`src/rtl/ysyx_22041412_sram_arb_if.sv`:
```
// rtl/ysyx_22041412_sram_arb_if.sv - request/response port between one memory master and the SRAM arbiter
interface ysyx_22041412_sram_arb_if #(
   parameter int ADDR_WIDTH = 12,
   parameter int DATA_WIDTH = 64
);
   logic                  req_valid;
   logic                  req_ready;
   logic                  req_we;
   logic [ADDR_WIDTH-1:0] req_addr;
   logic [DATA_WIDTH-1:0] req_wdata;
   logic                  resp_valid;
   logic [DATA_WIDTH-1:0] resp_rdata;

   modport master (
      output req_valid, req_we, req_addr, req_wdata,
      input  req_ready, resp_valid, resp_rdata
   );

   modport slave (
      input  req_valid, req_we, req_addr, req_wdata,
      output req_ready, resp_valid, resp_rdata
   );
endinterface

```
`src/rtl/ysyx_22041412_sram_arb.sv`:
```
// rtl/ysyx_22041412_sram_arb.sv - two-master round-robin arbiter owning the scratch SRAM enables
module ysyx_22041412_sram_arb #(
   parameter int ADDR_WIDTH = 12,
   parameter int DATA_WIDTH = 64
) (
   input  logic                  clk,
   input  logic                  rst,
   ysyx_22041412_sram_arb_if.slave m0,
   ysyx_22041412_sram_arb_if.slave m1,
   output logic                  sram_read_en,
   output logic                  sram_wead_en,
   output logic [ADDR_WIDTH-1:0] sram_addr_r,
   output logic [ADDR_WIDTH-1:0] sram_addr_w,
   output logic [DATA_WIDTH-1:0] sram_data_w,
   input  logic [DATA_WIDTH-1:0] sram_data_r
);

   logic                  last_grant;
   logic [1:0]            resp_pend;
   logic                  resp_is_rd;

   logic                  gnt_vld;
   logic                  gnt_idx;
   logic                  issue;
   logic                  sel_we;
   logic [ADDR_WIDTH-1:0] sel_addr;
   logic [DATA_WIDTH-1:0] sel_wdata;

   // On conflict the master that did not win last time gets the slot.
   always_comb begin
      gnt_vld = 1'b0;
      gnt_idx = 1'b0;
      case ({m1.req_valid, m0.req_valid})
         2'b11: begin gnt_vld = 1'b1; gnt_idx = ~last_grant; end
         2'b01: begin gnt_vld = 1'b1; gnt_idx = 1'b0;        end
         2'b10: begin gnt_vld = 1'b1; gnt_idx = 1'b1;        end
         default: begin gnt_vld = 1'b0; gnt_idx = 1'b0;      end
      endcase
   end

   assign issue = gnt_vld & ~rst;

   // With no grant gnt_idx is 0, so idle address/data follow m0.
   assign sel_we    = gnt_idx ? m1.req_we    : m0.req_we;
   assign sel_addr  = gnt_idx ? m1.req_addr  : m0.req_addr;
   assign sel_wdata = gnt_idx ? m1.req_wdata : m0.req_wdata;

   assign m0.req_ready = issue & ~gnt_idx;
   assign m1.req_ready = issue &  gnt_idx;

   assign sram_wead_en = issue &  sel_we;
   assign sram_read_en = issue & ~sel_we;
   assign sram_addr_r  = sel_addr;
   assign sram_addr_w  = sel_addr;
   assign sram_data_w  = sel_wdata;

   assign m0.resp_valid = resp_pend[0];
   assign m1.resp_valid = resp_pend[1];
   assign m0.resp_rdata = resp_is_rd ? sram_data_r : '0;
   assign m1.resp_rdata = resp_is_rd ? sram_data_r : '0;

   always_ff @(posedge clk or posedge rst) begin
      if (rst) begin
         last_grant <= 1'b1;
         resp_pend  <= 2'b00;
         resp_is_rd <= 1'b0;
      end else if (issue) begin
         last_grant <= gnt_idx;
         resp_pend  <= gnt_idx ? 2'b10 : 2'b01;
         resp_is_rd <= ~sel_we;
      end else begin
         resp_pend  <= 2'b00;
      end
   end

endmodule

```
`src/flat_wrapper.sv`:
```
// flat-port wrapper written by rule: the top's interface ports become plain ports
module ysyx_22041412_sram_arb_flat 
#(
   parameter int ADDR_WIDTH = 12,
   parameter int DATA_WIDTH = 64
)
  (clk, rst, sram_read_en, sram_wead_en, sram_addr_r, sram_addr_w, sram_data_w, sram_data_r, m0_req_valid, m0_req_we, m0_req_addr, m0_req_wdata, m0_req_ready, m0_resp_valid, m0_resp_rdata, m1_req_valid, m1_req_we, m1_req_addr, m1_req_wdata, m1_req_ready, m1_resp_valid, m1_resp_rdata);
  ysyx_22041412_sram_arb_if #(.ADDR_WIDTH(ADDR_WIDTH), .DATA_WIDTH(DATA_WIDTH)) m0_i ();
  ysyx_22041412_sram_arb_if #(.ADDR_WIDTH(ADDR_WIDTH), .DATA_WIDTH(DATA_WIDTH)) m1_i ();
  input  logic clk;
  input  logic rst;
  output logic sram_read_en;
  output logic sram_wead_en;
  output logic [ADDR_WIDTH-1:0] sram_addr_r;
  output logic [ADDR_WIDTH-1:0] sram_addr_w;
  output logic [DATA_WIDTH-1:0] sram_data_w;
  input  logic [DATA_WIDTH-1:0] sram_data_r;
  input wire logic [$bits(m0_i.req_valid)-1:0] m0_req_valid;
  input wire logic [$bits(m0_i.req_we)-1:0] m0_req_we;
  input wire logic [$bits(m0_i.req_addr)-1:0] m0_req_addr;
  input wire logic [$bits(m0_i.req_wdata)-1:0] m0_req_wdata;
  output wire logic [$bits(m0_i.req_ready)-1:0] m0_req_ready;
  output wire logic [$bits(m0_i.resp_valid)-1:0] m0_resp_valid;
  output wire logic [$bits(m0_i.resp_rdata)-1:0] m0_resp_rdata;
  input wire logic [$bits(m1_i.req_valid)-1:0] m1_req_valid;
  input wire logic [$bits(m1_i.req_we)-1:0] m1_req_we;
  input wire logic [$bits(m1_i.req_addr)-1:0] m1_req_addr;
  input wire logic [$bits(m1_i.req_wdata)-1:0] m1_req_wdata;
  output wire logic [$bits(m1_i.req_ready)-1:0] m1_req_ready;
  output wire logic [$bits(m1_i.resp_valid)-1:0] m1_resp_valid;
  output wire logic [$bits(m1_i.resp_rdata)-1:0] m1_resp_rdata;
  assign m0_i.req_valid = m0_req_valid;
  assign m0_i.req_we = m0_req_we;
  assign m0_i.req_addr = m0_req_addr;
  assign m0_i.req_wdata = m0_req_wdata;
  assign m0_req_ready = m0_i.req_ready;
  assign m0_resp_valid = m0_i.resp_valid;
  assign m0_resp_rdata = m0_i.resp_rdata;
  assign m1_i.req_valid = m1_req_valid;
  assign m1_i.req_we = m1_req_we;
  assign m1_i.req_addr = m1_req_addr;
  assign m1_i.req_wdata = m1_req_wdata;
  assign m1_req_ready = m1_i.req_ready;
  assign m1_resp_valid = m1_i.resp_valid;
  assign m1_resp_rdata = m1_i.resp_rdata;
  ysyx_22041412_sram_arb #(.ADDR_WIDTH(ADDR_WIDTH), .DATA_WIDTH(DATA_WIDTH)) u_core (.clk(clk), .rst(rst), .m0(m0_i), .m1(m1_i), .sram_read_en(sram_read_en), .sram_wead_en(sram_wead_en), .sram_addr_r(sram_addr_r), .sram_addr_w(sram_addr_w), .sram_data_w(sram_data_w), .sram_data_r(sram_data_r));
endmodule
```
`config.mk`:
```
export PLATFORM = sky130hd
export DESIGN_NAME = ysyx_22041412_sram_arb_flat
export DESIGN_NICKNAME = d
export VERILOG_FILES = /design/src/rtl/ysyx_22041412_sram_arb_if.sv /design/src/rtl/ysyx_22041412_sram_arb.sv /design/src/flat_wrapper.sv
export SDC_FILE = /design/constraint.sdc
export NUM_CORES = 1
export LEC_CHECK = 0
export BUFFER_PORTS_ARGS = -buffer_cell sky130_fd_sc_hd__buf_2
export CAP_MARGIN = 40
export CORE_AREA = 5 5 170 172
export CTS_BUF_LIST = sky130_fd_sc_hd__clkbuf_8
export CTS_CLUSTER_DIAMETER = 40
export DETAILED_ROUTE_END_ITERATION = 6
export DIE_AREA = 0 0 175 177
export PLACE_DENSITY = 0.32
export SLEW_MARGIN = 0
export SYNTH_ARGS = -nofsm -noshare
export SYNTH_HDL_FRONTEND = slang
export SYNTH_SLANG_ARGS = --single-unit
```
`constraint.sdc`:
```
create_clock -name clk -period 3 [get_ports clk]
set_input_delay 0 -clock clk [delete_from_list [all_inputs] [get_ports clk]]
set_output_delay 0 -clock clk [all_outputs]
set_load 0.005 [all_outputs]
```
==> flow_summary.ini, run 1 <==
[floorplan]
core_area_mm2 = 0.0273
die_area_mm2 = 0.0310
fp.dieH_um = 177
start_util_pct = 7.60
chipWidth_um = 175
rows = 61
io_pins = 444

[synthesis]
synth.largest_area_cell = mux2_2
syn_nets = 468
avgSynthCellArea_um2 = 8.44
synthDominantCellAreaShare_pct = 41.8
synth_seq_cells = 4
synth.top_cells.by_area = mux2_2 42%, buf_4 28%, and2_1 20%
ys_warn_count = 0
synthCells = 246
yosys.cell_types.count = 16
ys_seq_area_share_pct = 4.88
syn_area_mm2 = 0.00208

[timing]
fmax_mhz = 477
setup_viol = 0
fin_setup_tns_ns = 0
slew_violations = 0
fin_crit_sh_pct = 69.9
worstMarginPinSlew_ns = 0.484
hold_viol = 0
min_period_ns = 2.10
max_slew_margin_pct = 67.4
finalClockSkew_ns = 0.00315
rsz0062_at_grt = no

[power_and_ir_drop]
leakage_nw = 2.45
peakVddDrop_mv = 0.135
power_density_mw_per_mm2 = 253
finalPower_mw = 1.06

[cells_and_area]
num-nets-final = 829
drive_gt1_share_pct = 87.0
final_area_mm2 = 0.00418
stdcell_count = 953
area_delta_synth_final_pct = 102

[global_route]
grt_pass1_wl_um = 19300
antenna_found_initial = 1
grt.overflow.total = 0
grt_pass1_vias = 3086
track_usage_pct = 8.14
grt_max_degree = 69

[detailed_routing]
first_iter_violations = 38
vias = 2994
routedWlPerCell_um = 15.3
viasPerCell = 3.14
routed_wl_um = 14600
ant_nets = 0
firstDrtPassIters = 4
drc = 0

[setup_path]
cp_top_family = buffers and inverters
worstSetupStartpoint = m0_req_valid
crit_buf_inv = 4
cp_common_cell = buf_2
cp_slowest_stage_delay_ns = 0.54
r2r_start = u_core.last_grant$_DFFE_PP1P_
crit_path_top_delay_cell = dlygate4sd3_1
arrival_ns = 2.10
worst_ep_required_time_ns = 3.00
cp_cell_sequence = dlygate4sd3_1 > buf_2 > a21boi_4 > buf_12 > mux2_2 > buf_2
cp-end-kind = output pin
cp_max_fo = 68
crit_type = in -> out
start_kind = input port

[clock_tree]
cts-buffers-inserted = 3
cts_tree = built
postCtsResizedCells = 0
path_clk_slew_ns = 0.03
cts_buffer_depth = 2
root_buffer = clkbuf_8
htreeDepth = 1
postCtsHoldBufs = 2
cts_num_sinks = 4
insertion_delay_ns = 0.22
cts_setup_buffers = 0

[placed_design]
gp_congestion = 0.714
dpl-instance-area_mm2 = 0.00412
place_hpwl_um = 13600
dp.cells = 946
io_buffers = 443

[status]
outcome = completed

[min_path]
hold_class = in -> reg
holdCritStartpoint = m1_req_valid

[run]
cap_violations = 0
## sequential cells by signal, indices dropped and copies added (netlist names)
signal and count:
u_core.resp_is_rd 1, u_core.last_grant 1, u_core.resp_pend 2
## cell usage after synthesis
cell and n:
dfstp_2 1, nor2_1 2, mux2i_1 1, mux2_2 77, a21boi_2 1, nor2b_1 1
o21ai_0 1, clkbuf_1 7, buf_6 1, buf_4 77, a31oi_1 1, dfrtp_1 3
and2_1 65, buf_2 6, a21oi_1 1, inv_1 1
## layer usage
metal	track usage (%)	vias up	wire, um
li1	-	1462	-
met1	8.96	1264	5270
met2	15.9	262	7610
met3	2.26	6	1590
met4	1.15	0	117
met5	0	-	0
## worst paths after layout
| kind | to | cells after the start | slack (ns) |
|---|---|---|---|
| max reg2reg | u_core.resp_is_rd$_DFFE_PP0P_ | 3 | 1.56 |
| max in group asynchronous | u_core.last_grant$_DFFE_PP1P_ | 3 | 2.49 |
| max | sram_addr_w[11] | 6 | 0.90 |
| min reg2reg | u_core.last_grant$_DFFE_PP1P_ | 2 | 0.54 |
| min in group asynchronous | u_core.resp_pend[1]$_DFF_PP0_ | 3 | 0.25 |
| min | u_core.last_grant$_DFFE_PP1P_ | 3 | 0.07 |
## per-stage QoR
stage / hold WS (ns) / util [%] / setup slack (ns)
2_1_floorplan: -0.207 / - / 1.60
3_3_place_gp: -0.0648 / 15.1 / 1.21
3_5_place_dp: -0.0660 / 15.1 / 1.22
4_1_cts: 0.0661 / 15.3 / 0.883
5_1_grt: 0.0857 / 15.3 / 0.815
6_report: 0.0675 / 15.3 / 0.903
## cell type report
type                            count  area (um2)
Antenna cell                        1        2.50
Clock buffer                        3        41.3
Clock inverter                      1        3.75
Fill cell                        3176       23100
Inverter                            1        3.75
Multi-Input combinational cell    150        1330
Sequential cell                     4         101
Tap cell                          346         433
Timing Repair Buffer              447        2260
## cell families after synthesis
kind of cell	synth area share, %
flip-flops	4.88
buffers and inverters	31.3
AND/OR/NAND/NOR	20.3
multiplexers	42.3
AO/OA/AOI/OAI	1.33
## where the power goes
part	internal [mW]	total [mW]	switching (mW)
clock network	0.0875	0.118	0.0306
registers	0.0633	0.0675	0.00423
logic	0.476	0.873	0.398
total	0.626	1.06	0.433
## cell usage in the layout, fill, tap and decap left out, types with 2 or more instances in the layout
master,synthesis,routed
buf_2,6,443
mux2_2,77,77
and2_1,65,65
clkbuf_8,0,3
dfrtp_1,3,3
inv_1,1,2
nor2_1,2,2
dlygate4sd3_1,0,2
## worst register-to-register path, stage by stage (launching register included)
cell and delay (ns):
dfstp_2 0.38, a21boi_4 0.39, mux2i_1 0.40, mux2_2 0.22
Note: power is estimated with default switching activity, not from simulation.
==> inputs of run 2 (changes only) <==
Settings changed: CORE_AREA 5 5 170 172 to 5 5 171 173, DIE_AREA 0 0 175 177 to 0 0 176 178, PLACE_DENSITY 0.32 to 0.31.
Clock period 3 ns to 2 ns, I/O delays scaled along.
==> flow_summary.ini, run 2 (synthesized netlist as in run 1, its figures left out) <==
[status]
outcome = completed

[cells_and_area]
n_antenna_cell = 0
final_cell_mix = 443 x buf_2, 77 x mux2_2, 65 x and2_1
num-nets-final = 829
drive_gt1_share_pct = 87.0
largest_register_ffs = 2
area_delta_synth_final_pct = 102
mostFrequentLayoutCell = buf_2
reg_top3 = u_core.resp_pend: 2 flops, u_core.last_grant: 1 flops, u_core.resp_is_rd: 1 flops
largest-register = u_core.resp_pend

[global_route]
top_usage_layer = met2
grt_pass1_vias = 3060
track_usage_pct = 7.93
grt_pass1_wl_um = 18800
antenna_found_initial = 1
use_met2_pct = 16.5
grt_max_degree = 80
grt_use_met1_pct = 7.25
grt.overflow.total = 0
grt.met3_usage_pct = 2.35

[timing]
fmax_mhz = 538
slew_violations = 0
worstMarginPinSlew_ns = 0.461
hold_viol = 0
post-route-worst-setup-slack_ns = 0.143
min_period_ns = 1.86
max_slew_margin_pct = 69.3
fin_crit_sh_pct = 92.9
finalClockSkew_ns = 0.00421
fin_setup_tns_ns = 0
rsz0062_at_grt = no
setup_viol = 0

[detailed_routing]
firstDrtPassIters = 4
routed_wl_um = 14500
first_iter_violations = 44
drc = 0
viasPerCell = 3.14
ant_nets = 0
routedWlPerCell_um = 15.2
vias = 2991

[placed_design]
io_buffers = 443
gp_congestion = 0.760
place_hpwl_um = 13400
post-place-ws_ns = 0.442

[min_path]
holdCritStartpoint = m1_req_valid
hold_class = in -> reg

[setup_path]
worst_ep_required_time_ns = 2.00
cp_top_family = buffers and inverters
cp_cell_sequence = dlygate4sd3_1 > buf_2 > a21boi_4 > buf_12 > mux2_2 > buf_2
start_kind = input port
arrival_ns = 1.86
cp_common_cell = buf_2
crit_buf_inv = 4
crit_path_top_delay_cell = dlygate4sd3_1
crit_type = in -> out
cp_slowest_stage_delay_ns = 0.54
r2r_start = u_core.last_grant$_DFFE_PP1P_
worstSetupStartpoint = m0_req_valid
cp-end-kind = output pin
cp_max_fo = 79

[run]
cap_violations = 0

[floorplan]
chipWidth_um = 176
rows = 61
io_pins = 444
die_area_mm2 = 0.0313
fp.dieH_um = 178
core_area_mm2 = 0.0275
start_util_pct = 7.55

[power_and_ir_drop]
leakage_nw = 2.45
power_density_mw_per_mm2 = 381
peakVddDrop_mv = 0.135

[clock_tree]
cts_buffer_depth = 2
htreeDepth = 1
cts_setup_buffers = 0
cts-buffers-inserted = 3
root_buffer = clkbuf_8
cts_tree = built
insertion_delay_ns = 0.22
postCtsResizedCells = 0
cts_num_sinks = 4
path_clk_slew_ns = 0.03
run 2: cell count changes in the layout (fill, tap and decap cells not counted), sizes merged:
cell	previous run	this run
diode	1	0
run 2: metrics by stage:
stage	utilization, %	cell area, um2	total power [mW]	hold WS [ns]	std cells
after CTS	15.3	4190	1.64	0.0623	952
after floorplan	-	2080	0.867	-0.207	246
final	15.3	4190	1.60	0.0712	952
after global routing	15.3	4190	1.74	0.0955	952
after detailed placement	15.0	4130	1.45	-0.0767	946
after global placement	15.0	4130	1.47	-0.0693	946
run 2: routing by layer:
| layer | up-vias | wire [um] |
|---|---|---|
| met2 | 254 | 8050 |
| met3 | 16 | 1630 |
| li1 | 1463 | - |
| met5 | - | 13 |
| met4 | 2 | 412 |
| met1 | 1256 | 4360 |
run 2: final cells by class:
| type | count | area (um2) |
|---|---|---|
| Timing Repair Buffer | 447 | 2280 |
| Clock buffer | 3 | 41.3 |
| Clock inverter | 1 | 3.75 |
| Sequential cell | 4 | 101 |
| Tap cell | 346 | 433 |
| Multi-Input combinational cell | 150 | 1330 |
| Inverter | 1 | 3.75 |
| Fill cell | 3171 | 23300 |
run 2: worst paths after layout:
check	end	slack (ns)	cells after the start
setup reg to reg	u_core.resp_is_rd$_DFFE_PP0P_	0.55	4
hold reg to reg	u_core.last_grant$_DFFE_PP1P_	0.55	2
hold / removal	u_core.last_grant$_DFFE_PP1P_	0.07	3
min in group asynchronous	u_core.resp_pend[1]$_DFF_PP0_	0.25	3
max in group asynchronous	u_core.last_grant$_DFFE_PP1P_	1.49	3
setup / recovery	sram_data_w[6]	0.14	6
run 2: where the power goes:
| part | total [mW] | internal (mW) | leakage, nW | switching (mW) |
|---|---|---|---|---|
| Combinational | 1.31 | 0.723 | 2.38 | 0.585 |
| Sequential | 0.109 | 0.0950 | 0.0484 | 0.0144 |
| Clock | 0.180 | 0.131 | 0.0269 | 0.0484 |
run 2: what timing repair did:
action | CTS | global route
hold buffers | 2 | 0
endpoints found under the setup margin | 0 | 0
hold endpoints to repair | 5 | 0
run 2: worst register-to-register path, stage by stage, from the launching register on:
cell,delay (ns)
dfstp_2,0.38
a21boi_4,0.17
buf_12,0.33
mux2i_1,0.19
mux2_2,0.28
